## config.mk

```make
export PLATFORM = sky130hd
export DESIGN_NAME = sd_phy_cmd_ctrl
export DESIGN_NICKNAME = d
export VERILOG_FILES = /design/src/rtl/sd_phy_pkg.sv /design/src/rtl/sd_phy_cmd_crc_7.sv /design/src/rtl/sd_phy_cmd_ctrl.sv
export SDC_FILE = /design/constraint.sdc
export NUM_CORES = 1
export LEC_CHECK = 0
export ABC_AREA = 0
export CAP_MARGIN = 0
export CELL_PAD_IN_SITES_DETAIL_PLACEMENT = 0
export CELL_PAD_IN_SITES_GLOBAL_PLACEMENT = 1
export CORE_ASPECT_RATIO = 0.7
export CORE_UTILIZATION = 25
export CTS_CLUSTER_DIAMETER = 60
export CTS_CLUSTER_SIZE = 12
export DETAILED_ROUTE_END_ITERATION = 12
export DONT_BUFFER_PORTS = 1
export PLACE_DENSITY = 0.43
export SETUP_SLACK_MARGIN = 0.02
export SLEW_MARGIN = 20
export SYNTH_ARGS = -nofsm -noshare
export SYNTH_HDL_FRONTEND = slang
export SYNTH_HIERARCHICAL = 1
export SYNTH_SLANG_ARGS = --single-unit
export TNS_END_PERCENT = 100
```

## constraint.sdc

```tcl
create_clock -name clk -period 26.1 [get_ports clk]
set_input_delay 7.83 -clock clk [delete_from_list [all_inputs] [get_ports clk]]
set_output_delay 7.83 -clock clk [all_outputs]
set_load 0.02 [all_outputs]
```

## src/rtl/sd_phy_pkg.sv

```systemverilog
`default_nettype none
// ============================================================================
// Module   : sd_phy_pkg
// Purpose  : Shared encodings and frame lengths for the SD CMD-line PHY.
// Revision : 1.0 - initial release
// ============================================================================
package sd_phy_pkg;

    localparam logic [1:0] RESP_NONE      = 2'd0;
    localparam logic [1:0] RESP_R48       = 2'd1;
    localparam logic [1:0] RESP_R136      = 2'd2;
    localparam logic [1:0] RESP_R48_NOCRC = 2'd3;

    localparam logic [2:0] ST_IDLE = 3'd0;
    localparam logic [2:0] ST_TX   = 3'd1;
    localparam logic [2:0] ST_WAIT = 3'd2;
    localparam logic [2:0] ST_RX   = 3'd3;
    localparam logic [2:0] ST_FIN  = 3'd4;

    localparam int CMD_FRAME_LEN = 48;
    localparam int R2_FRAME_LEN  = 136;

endpackage
`default_nettype wire

```

## src/rtl/sd_phy_cmd_crc_7.sv

```systemverilog
`default_nettype none
// ============================================================================
// Module   : sd_phy_cmd_crc_7
// Purpose  : Serial CRC7 (x^7 + x^3 + 1), MSB-first, zero initial value.
// Revision : 1.0 - initial release
// ============================================================================
module sd_phy_cmd_crc_7 (
    input  logic       clk,
    input  logic       reset,
    input  logic       clear,
    input  logic       enable,
    input  logic       data_bit,
    output logic [6:0] crc
);

    logic [6:0] r_crc;
    logic       w_feedback;

    assign w_feedback = r_crc[6] ^ data_bit;

    always_ff @(posedge clk or posedge reset) begin
        if (reset) begin
            r_crc <= '0;
        end else if (clear) begin
            r_crc <= '0;
        end else if (enable) begin
            r_crc <= {r_crc[5:3], r_crc[2] ^ w_feedback, r_crc[1:0], w_feedback};
        end
    end

    assign crc = r_crc;

endmodule
`default_nettype wire

```

## src/rtl/sd_phy_cmd_ctrl.sv

```systemverilog
`default_nettype none
// ============================================================================
// Module   : sd_phy_cmd_ctrl
// Purpose  : Sequences one SD CMD-line transaction: command out, response in.
// Revision : 1.0 - initial release
// ============================================================================
module sd_phy_cmd_ctrl
    import sd_phy_pkg::*;
#(
    parameter int RESP_TIMEOUT = 64
) (
    input  logic         clk,
    input  logic         reset,
    input  logic         bit_en,
    input  logic         start,
    input  logic [5:0]   cmd_index,
    input  logic [31:0]  cmd_arg,
    input  logic [1:0]   resp_type,
    output logic         busy,
    output logic         done,
    output logic         timeout,
    output logic         crc_err,
    output logic [127:0] resp,
    output logic         cmd_out,
    output logic         cmd_oe,
    input  logic         cmd_in
);

    localparam int         c_WAIT_W       = $clog2(RESP_TIMEOUT + 1);
    localparam logic [7:0] c_TX_CRC_BIT   = 8'd40;
    localparam logic [7:0] c_TX_END       = 8'(CMD_FRAME_LEN);
    localparam logic [7:0] c_R48_CRC_LAST = 8'd39;
    localparam logic [7:0] c_R2_CRC_FIRST = 8'd8;
    localparam logic [7:0] c_R2_CRC_LAST  = 8'd127;

    logic [2:0]          r_state;
    logic [2:0]          w_state_next;
    logic [7:0]          r_bit_cnt;
    logic [c_WAIT_W-1:0] r_wait_cnt;
    logic [c_WAIT_W-1:0] w_wait_inc;
    logic [39:0]         r_tx_shift;
    logic [1:0]          r_resp_type;
    logic [126:0]        r_rx_shift;
    logic [127:0]        w_rx_shift_next;
    logic [127:0]        r_resp;
    logic                r_timeout;
    logic                r_crc_err;
    logic                r_cmd_out;
    logic                r_cmd_oe;
    logic                w_tx_last;
    logic                w_wait_expire;
    logic [7:0]          w_rx_last_bit;
    logic                w_rx_crc_window;
    logic                w_crc_check;
    logic                w_crc_clear;
    logic                w_crc_enable;
    logic                w_crc_data;
    logic [6:0]          w_crc;

    assign w_tx_last       = bit_en && (r_bit_cnt == c_TX_END);
    assign w_wait_inc      = r_wait_cnt + 1'b1;
    assign w_wait_expire   = (w_wait_inc == c_WAIT_W'(RESP_TIMEOUT));
    assign w_rx_last_bit   = (r_resp_type == RESP_R136) ? 8'(R2_FRAME_LEN - 1) : 8'(CMD_FRAME_LEN - 1);
    assign w_rx_shift_next = {r_rx_shift, cmd_in};
    assign w_crc_check     = (r_resp_type == RESP_R48) || (r_resp_type == RESP_R136);

    // The start bit is never fed: a zero into a cleared CRC7 leaves it zero.
    assign w_rx_crc_window = (r_resp_type == RESP_R136)
                           ? ((r_bit_cnt >= c_R2_CRC_FIRST) && (r_bit_cnt <= c_R2_CRC_LAST))
                           : (r_bit_cnt <= c_R48_CRC_LAST);

    always_ff @(posedge clk or posedge reset) begin
        if (reset) begin
            r_state <= ST_IDLE;
        end else begin
            r_state <= w_state_next;
        end
    end

    always_comb begin
        w_state_next = r_state;
        case (r_state)
            ST_IDLE: if (start) w_state_next = ST_TX;
            ST_TX: begin
                if (w_tx_last) begin
                    w_state_next = (r_resp_type == RESP_NONE) ? ST_FIN : ST_WAIT;
                end
            end
            ST_WAIT: begin
                if (bit_en) begin
                    if (!cmd_in) begin
                        w_state_next = ST_RX;
                    end else if (w_wait_expire) begin
                        w_state_next = ST_FIN;
                    end
                end
            end
            ST_RX: if (bit_en && (r_bit_cnt == w_rx_last_bit)) w_state_next = ST_FIN;
            ST_FIN: w_state_next = ST_IDLE;
            default: w_state_next = ST_IDLE;
        endcase
    end

    always_comb begin
        w_crc_clear  = 1'b0;
        w_crc_enable = 1'b0;
        w_crc_data   = cmd_in;
        busy         = (r_state != ST_IDLE);
        done         = (r_state == ST_FIN);
        case (r_state)
            ST_IDLE: w_crc_clear = start;
            ST_TX: begin
                w_crc_data   = r_tx_shift[39];
                w_crc_enable = bit_en && (r_bit_cnt < c_TX_CRC_BIT);
                w_crc_clear  = w_tx_last;
            end
            ST_RX: w_crc_enable = bit_en && w_rx_crc_window;
            default: ;
        endcase
    end

    always_ff @(posedge clk or posedge reset) begin
        if (reset) begin
            r_bit_cnt   <= '0;
            r_wait_cnt  <= '0;
            r_tx_shift  <= '0;
            r_resp_type <= RESP_NONE;
            r_rx_shift  <= '0;
            r_resp      <= '0;
            r_timeout   <= 1'b0;
            r_crc_err   <= 1'b0;
            r_cmd_out   <= 1'b1;
            r_cmd_oe    <= 1'b0;
        end else begin
            case (r_state)
                ST_IDLE: begin
                    if (start) begin
                        r_tx_shift  <= {2'b01, cmd_index, cmd_arg};
                        r_resp_type <= resp_type;
                        r_bit_cnt   <= '0;
                        r_timeout   <= 1'b0;
                        r_crc_err   <= 1'b0;
                        r_resp      <= '0;
                    end
                end
                ST_TX: begin
                    if (bit_en) begin
                        r_bit_cnt <= r_bit_cnt + 8'd1;
                        if (r_bit_cnt == c_TX_END) begin
                            r_cmd_oe   <= 1'b0;
                            r_cmd_out  <= 1'b1;
                            r_wait_cnt <= '0;
                        end else if (r_bit_cnt == c_TX_CRC_BIT) begin
                            // CRC is final here; reload the shifter with CRC tail and end bit.
                            r_cmd_oe   <= 1'b1;
                            r_cmd_out  <= w_crc[6];
                            r_tx_shift <= {w_crc[5:0], 1'b1, 33'd0};
                        end else begin
                            r_cmd_oe   <= 1'b1;
                            r_cmd_out  <= r_tx_shift[39];
                            r_tx_shift <= {r_tx_shift[38:0], 1'b0};
                        end
                    end
                end
                ST_WAIT: begin
                    if (bit_en) begin
                        if (!cmd_in) begin
                            r_bit_cnt <= 8'd1;
                        end else begin
                            r_wait_cnt <= w_wait_inc;
                            if (w_wait_expire) r_timeout <= 1'b1;
                        end
                    end
                end
                ST_RX: begin
                    if (bit_en) begin
                        r_rx_shift <= w_rx_shift_next[126:0];
                        r_bit_cnt  <= r_bit_cnt + 8'd1;
                        if (r_bit_cnt == w_rx_last_bit) begin
                            r_resp    <= (r_resp_type == RESP_R136) ? w_rx_shift_next
                                                                     : {90'd0, w_rx_shift_next[45:8]};
                            r_crc_err <= !w_rx_shift_next[0]
                                       || (w_crc_check && (w_rx_shift_next[7:1] != w_crc));
                        end
                    end
                end
                default: ;
            endcase
        end
    end

    sd_phy_cmd_crc_7 u_crc (
        .clk      (clk),
        .reset    (reset),
        .clear    (w_crc_clear),
        .enable   (w_crc_enable),
        .data_bit (w_crc_data),
        .crc      (w_crc)
    );

    assign timeout = r_timeout;
    assign crc_err = r_crc_err;
    assign resp    = r_resp;
    assign cmd_out = r_cmd_out;
    assign cmd_oe  = r_cmd_oe;

endmodule
`default_nettype wire

```

# Yosys cells after proc, flatten, opt, wreduce, memory -nomap -nowiden
# Cells that the tools add are included.
[word_totals]
input_bits = 45
word_cells = 119
ff_bits = 326
output_inout_bits = 134
[op_classes]
n_eq_ne = 25
n_bitwise = 2
n_reduce_logical = 28
addsub = 2
n_lt_le_gt_ge = 4
mux = 46
[ops]
columns = ["cell", "n"]
rows = [
  ["two-way mux 128 bit", 4],
  ["case mux 128 bit (2 select lines)", 1],
  ["two-way mux 40 bit", 4],
  ["case mux 40 bit (2 select lines)", 1],
  ["two-way mux 7 bit", 6],
  ["two-way mux 8 bit", 5],
  ["inequality test 2 bit (second input constant)", 12],
  ["case mux 8 bit (3 select lines)", 1],
  ["two-way mux 3 bit", 7],
  ["AND reduction 5 bit", 4],
  ["equality test 8 x 6 -> 1 bit (second input constant)", 2],
  ["case mux 7 bit (2 select lines)", 1],
  ["case mux 3 bit (4 select lines)", 1],
  ["two-way mux 1 bit", 11],
  ["nonzero test 2 bit", 5],
  ["adder 8 x 1 -> 8 bit (second input constant)", 1],
  ["equality test 8 bit", 1],
  ["greater-or-equal comparator 8 x 4 -> 1 bit (second input constant)", 1],
  ["<= comparator 8 x 6 -> 1 bit (second input constant)", 1],
  ["<= comparator 8 x 7 -> 1 bit (second input constant)", 1],
  ["less-than comparator 8 x 6 -> 1 bit (second input constant)", 1],
  ["case mux 1 bit (2 select lines)", 4],
  ["AND reduction 4 bit", 2],
  ["adder 7 x 1 -> 7 bit (second input constant)", 1],
  ["18 further kinds", 29],
]

# Longest topological paths before layout
# Gate-level depths: netlist (run 1).
[depth]
depth_word = 7
depth_mapped = 12

# Modules after synthesis
# Netlist (run 1), hierarchy kept.
[modules_own_cells]
columns = ["module", "seq_area_each_um2", "n_inst", "area_per_inst_um2", "cells_per_inst"]
rows = [
  ["sd_phy_cmd_ctrl", 7983.9, 1, 13043.8, 1016],
  ["sd_phy_cmd_crc_7", 175.2, 1, 311.5, 29],
]

# Least setup slack after synthesis (run 1)
# Ideal clock, no wire load.
[synth_timing]
kind = "input to register"
from = "input bit_en"
to = "register r_rx_shift[0]"
setup_time_ns = 0.125
stages = 5
t_arrival_ns = 9.081
t_required_ns = 25.975
slack_ns = 16.894
path_cell_list = "nor2b_1 > nand2_1 > clkbuf_1 > buf_2 > mux2_2"
[synth_between]
elab_chain_cells = 1
[synth_lines]
columns = ["element", "line", "rtl"]
rows = [
  ["start, declared", "sd_phy_cmd_ctrl.sv:14", "input logic bit_en,"],
  ["AND reduction 2 bit (no line)", "n/a", ""],
  ["end signal, assigned", "sd_phy_cmd_ctrl.sv:177", "r_rx_shift <= w_rx_shift_next[126:0];"],
  ["end, declared", "sd_phy_cmd_ctrl.sv:43", "logic [126:0] r_rx_shift;"],
]
# No other way between the ends.
# A chain may end at the register's enable or synchronous reset.

# Worst setup path after layout (run 1)
[layout_timing]
from = "register r_state[2]"
to = "output done"
[layout_between]
elab_chain_cells = 1
[layout_lines]
columns = ["element", "line", "rtl"]
rows = [
  ["start, declared", "sd_phy_cmd_ctrl.sv:36", "logic [2:0] r_state;"],
  ["start signal, assigned", "sd_phy_cmd_ctrl.sv:76", "r_state <= w_state_next;"],
  ["equality test 3 bit", "sd_phy_cmd_ctrl.sv:109", "done = (r_state == ST_FIN);"],
  ["end, declared", "sd_phy_cmd_ctrl.sv:20", "output logic done,"],
]
# No other way between the ends.

==> metrics list, run 1 <==
- The cell family contributing the most delay on the critical path is flip-flops.
- Summing over every cut layer, the via total after detailed routing is 7998.
- The final layout contains 1069 nets.
- Counting along the longest clock path gives a buffer depth of 3.
- The post-route netlist has 19.7% of its cells at a drive strength greater than 1.
- Max-slew violation total from the final report: 0
- In this run the worst path has a maximum fanout of 21.
- The tree built by TritonCTS fans out to 326 sinks.
- Peak supply drop: 0.0354 mV
- Final Cycle Share: 37.7%
- The placed instances occupy a cell area of 14000 um^2.
* Kind of capture point of the worst setup path: output pin
- The signal on the critical path passes through nor3b_1.
* Yosys synthesis warning count: 6
- The number of antenna violations at the first check in global routing is 0.
- The worst pin sits at a relative slew slack of 32.8%.
- Clock root buffer: sky130_fd_sc_hd__clkbuf_16
- Vertical die dimension: 195 um
- Proportion of synthesized chip area in sequential cells: 61.1%
- Post-layout instance area: 15200 um^2
- Kind of start point of the critical path: flop
- Layout fillers: 5349
- Across all hold checks on the routed design, the worst slack comes to 0.475 ns.
- Number of buffers added on ports: 0
* Initial standard-cell utilization of the core: 25.5%
* Pin count of the biggest net entering global routing: 142
- Global routing finished with a remaining overflow of 0.
* Worst clock skew: 0.0210 ns
- Register bit count reported by yosys: 326
- Most frequently used cell type in the post-synthesis netlist: sky130_fd_sc_hd__dfrtp_1
* Die W: 278 um
- Cells taking the most area after synthesis: sky130_fd_sc_hd__dfrtp_1, sky130_fd_sc_hd__mux2_2, sky130_fd_sc_hd__a22o_1, sky130_fd_sc_hd__mux2i_1, sky130_fd_sc_hd__o21ai_0
* CTS resizes: 0
- The congestion estimate from routability-driven global placement came to 0.695.
- STA puts the critical path data arrival time at 2.02 ns.
- Number of cells produced by synthesis: 1045
* Most instantiated flip-flop cell in the synthesis netlist: sky130_fd_sc_hd__dfrtp_1
* Synth Area per Inst: 12.8 um^2
* Die ar.: 54400 um^2
- In this run the standard cell core region covers 52500 um^2.
- Cell with the biggest individual delay on the critical path: sky130_fd_sc_hd__dfrtp_1
- Relative to the synthesized area, the layout overhead comes to 13.5%.
- Io pins: 179
- For this run, asynchronously set or reset flops after synthesis account for 100%.
- Cells fill 28.9% of the core in the end.
- Wire length of the first global-routing pass: 55200 um
* Worst min path class: reg2reg
- For this design the static power due to leakage is 7.10 nW.
- Summed over its instances, the top area cell type makes up 60.9% of the synthesized netlist area.
- Maximum clock frequency: 102 MHz
- Setup violations remaining at the end of the flow were counted as 0.
* TritonCTS clock tree: done
- H-tree depth: 2
- Number of buffers and inverters on the critical path: 0
- Residual antenna-violating net count after detailed routing: 0
* Cell type contributing the most total cell area after synthesis: sky130_fd_sc_hd__dfrtp_1
* Drt first pass iters: 5
* HPWL Detailed: 20900 um
* Final routed wirelength across all metal layers: 34700 um
- For the pin with the worst max-slew slack, the measured transition is 1.01 ns.
- DRT iter0 DRCs: 591
* Synth cell types: 50
- Setup Crit Path Kind: reg2out
- DRC viols: 0
- STA puts the critical path data required time at 18.27 ns.
- Vias in the first global route: 8278
- CTS Hold Buffers Added: 0
* Post-synth EDFFs: 0
- Post-Syn Area: 13400 um^2
- In this run the post-CTS setup repair buffer count came out at 0.
- Clock latency on the worst-skew pair, taken at its later pin, is 0.55 ns.
- Setup TNS: 0 ns
* Post-Synthesis Net Count: 1095
* Clock transition at path regs: 0.06 ns
- Final antenna diode count: 0
- Using the TritonRoute via totals, the vias-per-cell ratio works out to 4.66.
* Fin crit period: 9.85 ns
- Max capacitance violation total: 0
* Number of rows created at floorplan: 70
- Global routing consumed, over all layers together, 13.0% of the routing resources.
- In the final routed layout, each cell accounts on average for 20.2 um.
* Critical path's largest stage delay: 0.83 ns
- Power spread over the standard cell area amounts to 91.0 nW/um^2.
- The run finished with clean final reports.
- The final-report hold violation count was 0.
- Reg2reg setup slack: 22.31 ns
* Number of clock buffers inserted by TritonCTS: 36
- Setup repair after global routing missed its margin: no
- Sorting the synthesized cells by how often they occur yields sky130_fd_sc_hd__dfrtp_1, sky130_fd_sc_hd__mux2_2, sky130_fd_sc_hd__nand2_1.
==> report_power, final <==
| part | switching (mW) | internal, mW | total, mW |
|---|---|---|---|
| sequential | 0.0423 | 0.547 | 0.590 |
| combinational | 0.159 | 0.0923 | 0.252 |
| clock | 0.215 | 0.324 | 0.539 |
==> flip-flops by register name, indices dropped and copies added (netlist names) <==
register and cells:
cmd_oe 1, cmd_out 1, crc_err 1, r_bit_cnt 8
r_resp_type 2, r_rx_shift 127, r_state 3, r_tx_shift 40
r_wait_cnt 7, resp 128, timeout 1, u_crc/crc 7
==> cell usage in the layout, fill, tap and decap left out, drive strengths merged, types with 10 or more instances in the layout <==
cell      n
o21ai    88
a21oi    16
inv      13
nand2    99
a22o     91
mux2    127
nor2     28
buf      10
a211oi   10
clkbuf   41
a22oi    33
xnor2    11
mux2i    50
dfrtp   325
==> layer usage <==
metal | up-vias | global-route usage [%] | share of wire [%] | wire, um
met4 | 0 | 3.89 | 2.0 | 698
met5 | - | 0 | 0 | 0
met3 | 42 | 3.95 | 6.3 | 2180
met2 | 135 | 17.9 | 42 | 14600
met1 | 4076 | 19.2 | 50 | 17300
li1 | 3745 | - | - | -
==> worst paths after layout <==
kind	cells after the start	end	from
worst max-delay path	1	done	r_state[2]
worst min-delay path	1	r_tx_shift[35]	r_tx_shift[35]
worst max register to register	9	resp[52]	r_resp_type[0]
worst min register to register	1	r_tx_shift[35]	r_tx_shift[35]
max in group asynchronous	3	resp[56]	reset
min in group asynchronous	1	u_crc/crc[4]	reset
==> metrics by stage <==
stage | cells | worst slack, ns | power, mW
global route | 1717 | 16.11 | 1.46
floorplan | 1045 | 9.44 | 0.789
CTS | 1717 | 16.21 | 1.41
detailed placement | 1665 | 15.81 | 0.855
global placement | 1665 | 15.86 | 0.855
finish | 1717 | 16.25 | 1.38
==> layout make-up <==
cell class	count	area, um^2	area share, %
Clock inverter	11	219	1.44
Inverter	10	45.0	0.297
Clock buffer	41	971	6.41
Sequential cell	326	8160	53.8
Tap cell	684	856	5.65
Timing Repair Buffer	10	87.6	0.578
Multi-Input combinational cell	635	4820	31.8
==> logic make-up (layout without fill, tap and decap cells) <==
family / after synthesis / in the layout / synth area share [%]
AO/OA/AOI/OAI: 266 / 266 / 13.9
XOR/XNOR: 14 / 14 / 0.918
adder cells (fa/ha/maj): 5 / 5 / 0.468
buffers and inverters: 84 / 72 / 3.06
flip-flops: 326 / 326 / 61.1
multiplexers: 177 / 177 / 14.5
AND/OR/NAND/NOR: 173 / 173 / 6.12
Power figures use the tool's default switching activity.
==> inputs of run 2 (changes only) <==
PLACE_DENSITY = 0.45   (was 0.43)
clock period = 9 ns   (was 26.1 ns; I/O delays follow)
==> metrics list, run 2 (synthesized netlist as in run 1, its figures left out) <==
* Clk sink count: 326
- Total power density per cell area: 255 nW/um^2
- Layout fillers: 5359
* Area of the multi-input gates: 4820 um^2
- Worst min path class: reg2reg
- The path with the worst hold slack has its endpoint at r_tx_shift[34].
- The kind of cell with the highest combined delay along the critical path is buffers and inverters.
* Startpoint of the most critical register-to-register path: r_state[0]
- Total power for the finished layout comes to 3.85 mW.
- The number of pins with negative max-slew slack in the final report is 0.
- Setup Crit Path Kind: in2reg
- Total congestion overflow: 0
- Setup total negative slack on the finished layout was measured at 0 ns.
- Max capacitance violation total: 0
- Most common cell after layout, fill and taps aside: sky130_fd_sc_hd__dfrtp_1
* Clock transition at path regs: 0.06 ns
* Initial antenna violation count: 0
- Setup violations remaining at the end of the flow were counted as 0.
- Fin crit period: 4.52 ns
- Peak supply drop: 0.0997 mV
- Die ar.: 54400 um^2
* Number of hold violations in the final report: 0
* CTS Hold Buffers Added: 0
* Capture instance of the worst register-to-register path: resp[110]
- Average wire length per cell after detail routing: 19.6 um
* Endpoint arrival time on the critical path: 4.99 ns
* Combinational Power Share: 19.2%
- Global routing used 12.6% of the available tracks across all layers.
* Kind of capture point of the worst setup path: flop
* Number of buffers and inverters on the critical path: 1
- The post-route netlist has 19.6% of its cells at a drive strength greater than 1.
- The analysis attributes to net switching a power of 1.20 mW.
- The tree is rooted in a sky130_fd_sc_hd__clkbuf_16.
- Along the worst path, the maximum fanout reaches 80.
- HP Start: r_tx_shift[34]
* Number of buffers added on ports: 0
* Part of the total power dissipated in sequential elements: 44.2%
- CP cell instances: nor2b_1 -> nand2_1 -> a21o_4 -> buf_4 -> a22o_1
* Vertical die dimension: 195 um
- Io pins: 179
- The worst register-to-register path has a depth of 5.
* TritonCTS clock tree: done
* Insertion delay of the later-clocked pin in the worst-skew pair: 0.54 ns
- Via count: 8007
- Non-filler instance count after layout: 1722
- STA classifies the critical path startpoint as an input pin.
- The clock network accounts for 36.6% of the total power.
* DRT iter0 DRCs: 580
* Cell with the biggest individual delay on the critical path: sky130_fd_sc_hd__buf_4
- Counting instances, the worst hold path has a depth of 1.
* Number of clock buffers inserted by TritonCTS: 37
* DRC viols: 0
* Leakage: 7.07 nW
* Drt first pass iters: 5
- At the pin with the least slew margin, the transition time is 1.02 ns.
- The worst register-to-register path has a setup slack of 5.86 ns.
- The floorplan step set the die width to 278 um.
- Clk buf depth: 3
- After detailed routing, the number of vias per cell comes to 4.65.
* Pin count of the biggest net entering global routing: 174
* Final routed wirelength across all metal layers: 33800 um
* Placed Cells incl. Taps: 1667
- GPL Wtd Cong: 0.741
- Once the floorplan was initialized, standard cells occupied 25.5% of the core.
- Area occupied by registers: 8160 um^2
- Result of the run: complete, no violations
- In the finished design, the share of the clock period the worst path needs comes to 50.2%.
* Switching power as a share of total power: 31.1%
- CTS resizes: 0
- In the final design database the tool counted 1073 nets.
- Area added between synthesis and finish: 13.0%
- H-tree depth: 2
* Placement-stage cell area: 14000 um^2
- Setup repair after global routing missed its margin: no
- Finished Core Util: 28.8%
- The register with the most flip-flops in the layout has 128 of them.
- Post-CTS timing repair inserted 0 buffers for setup.
- Most frequent cells in the layout: sky130_fd_sc_hd__dfrtp_1, sky130_fd_sc_hd__mux2_2, sky130_fd_sc_hd__nand2_1
* Number of rows created at floorplan: 70
- Required time of the critical path: 9.47 ns
- For this run, the slowest stage of the critical path takes 0.86 ns.
- Detailed placement finished with a half-perimeter wire length of 20600 um.
- On the final layout, the worst clock skew is 0.0209 ns.
- The internal portion of the total power is 2.65 mW.
- The via count of the first global-routing pass is 8168.
- Residual antenna-violating net count after detailed routing: 0
- After floorplanning, the core was sized to cover 52500 um^2.
- Final antenna diode count: 0
* Max transition margin: 32.3%
- Post-layout instance area: 15100 um^2
* Wire length of the first global-routing pass: 53500 um
* Maximum clock frequency: 221 MHz
[run 2: worst reg2reg max path: stages, from the launching register on]
cell	delay (ns)
sky130_fd_sc_hd__dfrtp_1	0.72
sky130_fd_sc_hd__nor2b_1	0.24
sky130_fd_sc_hd__nand2_1	0.29
sky130_fd_sc_hd__a21o_4	0.54
sky130_fd_sc_hd__buf_4	0.92
sky130_fd_sc_hd__a22o_1	0.37
[run 2: worst max-delay path by stage]
stage                     startpoint              end  slack, ns  cells past startpoint
after global routing           start        resp[110]       4.37                      5
after CTS                 r_state[0]             done       4.46                      1
after detailed placement       start         resp[97]       3.93                      5
after global placement        bit_en  r_rx_shift[115]       3.99                      4
after floorplan                reset           cmd_oe       2.05                      1
final                          start        resp[110]       4.48                      5
[run 2: through the flow]
step	setup slack [ns]	hold slack (ns)
floorplan	2.05	0.449
global placement	3.99	0.460
detailed placement	3.93	0.466
CTS	4.46	0.481
global route	4.37	0.496
finish	4.48	0.475
[run 2: final cells by class]
class                   instances  share of cell area, %
flip-flops and latches        326                   54.1
multi-input cells             635                   31.9
clock buffers                  43                   6.35
well taps                     684                   5.67
repair buffers                 13                  0.970
clock inverters                11                  0.746
inverters                      10                  0.274
[run 2: power groups by stage]
stage               clock [mW]  combinational (mW)  sequential (mW)
floorplan                    0               0.610             1.68
global placement             0               0.744             1.73
detailed placement           0               0.752             1.73
CTS                       1.48               0.754             1.70
global route              1.53               0.834             1.72
finish                    1.41               0.738             1.70
[run 2: layer usage]
| layer | GRT usage [%] | part of all wire [%] |
|---|---|---|
| met3 | 3.55 | 5.7 |
| met2 | 17.6 | 43 |
| met4 | 3.74 | 2.2 |
| met5 | 0 | 0 |
| met1 | 18.5 | 49 |
==> inputs of run 3 (changes only) <==
clock period = 3.8 ns   (was 9 ns; I/O delays follow)
==> metrics list, run 3 (synthesized netlist as in run 1, its figures left out) <==
- Number of hold violations in the final report: 0
* Max-slew violation total from the final report: 0
* Drt first pass iters: 4
- After detailed routing, the average wire length per cell comes to 19.8 um.
- Residual antenna-violating net count after detailed routing: 0
- After clock tree synthesis, the repair step resized 0 gates.
- Initial antenna violation count: 0
- Clk pwr share: 37.3%
- Result of the run: complete, no violations
- Part of the total power dissipated in sequential elements: 43.5%
- Number of buffers and inverters on the critical path: 0
- Relative to the synthesized area, the layout overhead comes to 14.5%.
- Once layout is complete, the cells apart from fillers number 1741.
* Fin crit period: 2.98 ns
- Combinational cells account for 19.2% of the total power.
* Final Cycle Share: 78.3%
* Endpoint arrival time on the critical path: 1.84 ns
* Clk sink count: 326
- Pin placement for this block handled 179 I/O pins.
* Number of nets in the layout: 1090
* Fraction of final layout cells with drive strength greater than 1: 21.2%
* Number of buffers added on ports: 0
- Die ar.: 54400 um^2
- For this run, the share of the core covered by cells in the final layout is 29.2%.
* Setup repair after global routing missed its margin: no
- Wire length of the first global-routing pass: 54000 um
* DRT iter0 DRCs: 450
- Clock-pin slew was measured on the worst setup and hold paths at 0.06 ns.
- Vias in the first global route: 8299
* Total congestion overflow: 0
- Clock root buffer: sky130_fd_sc_hd__clkbuf_16
- CP cell instances: nor3b_1
- By startpoint and endpoint, the worst setup path is classified as reg2out.
- The final route contains 8093 vias.
- Most frequent cells in the layout: sky130_fd_sc_hd__dfrtp_1, sky130_fd_sc_hd__mux2_2, sky130_fd_sc_hd__nand2_1
- Vertical die dimension: 195 um
* Core Area: 52500 um^2
- TritonCTS clock tree: done
- In this run the worst hold path is classified as in2async.
- Overall power: 9.29 mW
- The internal portion of the total power is 6.36 mW.
* Crit-path max FO: 21
- Worst clock skew: 0.0200 ns
- Measured along the x axis, the die boundary spans 278 um.
- The number of antenna diodes in the final layout is 0.
- The number of hold buffers added after CTS was 0.
- Worst slack at placement: 0.837 ns
- In the final layout, the multi-input gates occupy 4820 um^2.
- Entering global routing, the biggest net connects 75 pins.
- In this run the power spent charging and discharging nets is 2.92 mW.
* Placed Cells incl. Taps: 1684
- Most common cell after layout, fill and taps aside: sky130_fd_sc_hd__dfrtp_1
- At the pin with the least slew margin, the transition time is 0.969 ns.
- GPL Wtd Cong: 0.757
- Insertion delay of the later-clocked pin in the worst-skew pair: 0.56 ns
* Area occupied by registers: 8160 um^2
* Peak supply drop: 0.267 mV
- Adding up every negative setup slack in the final design gives 0 ns.
- GRT Resource Usage Total: 12.8%
- Layout fillers: 5297
* Max capacitance violation total: 0
- HPWL Detailed: 22200 um
* Number of clock buffers inserted by TritonCTS: 38
- For this design the ratio of total power to cell area is 607 nW/um^2.
- The worst pin sits at a relative slew slack of 34.9%.
- Static timing analysis puts the maximum clock frequency at 336 MHz.
- Post-layout instance area: 15300 um^2
* DRC viols: 0
- Grouping stages by cell kind, the critical path spends the most delay in simple AND/OR/NAND/NOR gates.
- Initial standard-cell utilization of the core: 25.5%
- Max reg flops: 128
- Once the clock tree was built, the setup fixing pass inserted 0 buffers.
- The placed instances occupy a cell area of 14200 um^2.
- The tightest hold path in the finished design has a slack of 0.424 ns.
* Worst setup margin: 0.823 ns
- For this design the static power due to leakage is 7.18 nW.
* Kind of start point of the critical path: flop
- H-tree depth: 2
- Cell with the biggest individual delay on the critical path: sky130_fd_sc_hd__nor3b_1
- STA classifies the critical path endpoint as an output pin.
- STA puts the critical path data required time at 2.66 ns.
* Final routed wirelength across all metal layers: 34400 um
* Ratio of routed vias to standard cells: 4.65
- In this run switching power makes up 31.5% of total power.
- Setup-violating endpoint count in the final report: 0
* Critical path's largest stage delay: 0.67 ns
- Number of rows created at floorplan: 70
- Clk buf depth: 3
-- run 3: cell count changes in the layout (fill, tap and decap cells not counted), moves of 2 or more --
cell                         before  now
sky130_fd_sc_hd__clkbuf_16       37   39
sky130_fd_sc_hd__clkinv_8         0    2
sky130_fd_sc_hd__clkinvlp_4       1    5
sky130_fd_sc_hd__buf_4            9   23
sky130_fd_sc_hd__buf_12           2    6
sky130_fd_sc_hd__inv_6            5    1
sky130_fd_sc_hd__clkbuf_1         5    3
-- run 3: power by group through the flow --
stage                     Clock [mW]  Combinational (mW)  Sequential, mW
final                           3.47                1.78            4.04
after global routing            3.74                2.02            4.09
after CTS                       3.61                1.82            4.04
after detailed placement           0                1.81            4.10
after global placement             0                1.82            4.10
after floorplan                    0                1.44            3.98
-- run 3: cell type report --
class                   count  area share [%]
multi-input cells         635            31.5
repair buffers             29            1.91
well taps                 684            5.59
flip-flops and latches    326            53.3
clock buffers              44            6.63
clock inverters            13           0.769
inverters                  10           0.270
-- run 3: path summary, 6_finish.rpt --
check / from / end / slack [ns] / cells after the start
min in group clk: r_tx_shift[34] / r_tx_shift[34] / 0.47 / 1
max: r_state[0] / done / 0.82 / 1
min reg2reg: r_tx_shift[34] / r_tx_shift[34] / 0.47 / 1
max in group asynchronous: reset / r_rx_shift[115] / 2.43 / 2
max reg2reg: r_state[0] / resp[8] / 1.22 / 6
min: reset / u_crc/crc[0] / 0.42 / 1
-- run 3: routing by layer --
layer / GRT usage, % / share of wire (%) / wire length (um)
met5: 0 / 0 / 0
met4: 4.07 / 2.2 / 771
met3: 3.90 / 5.9 / 2030
met2: 17.5 / 41 / 14200
met1: 18.9 / 51 / 17400
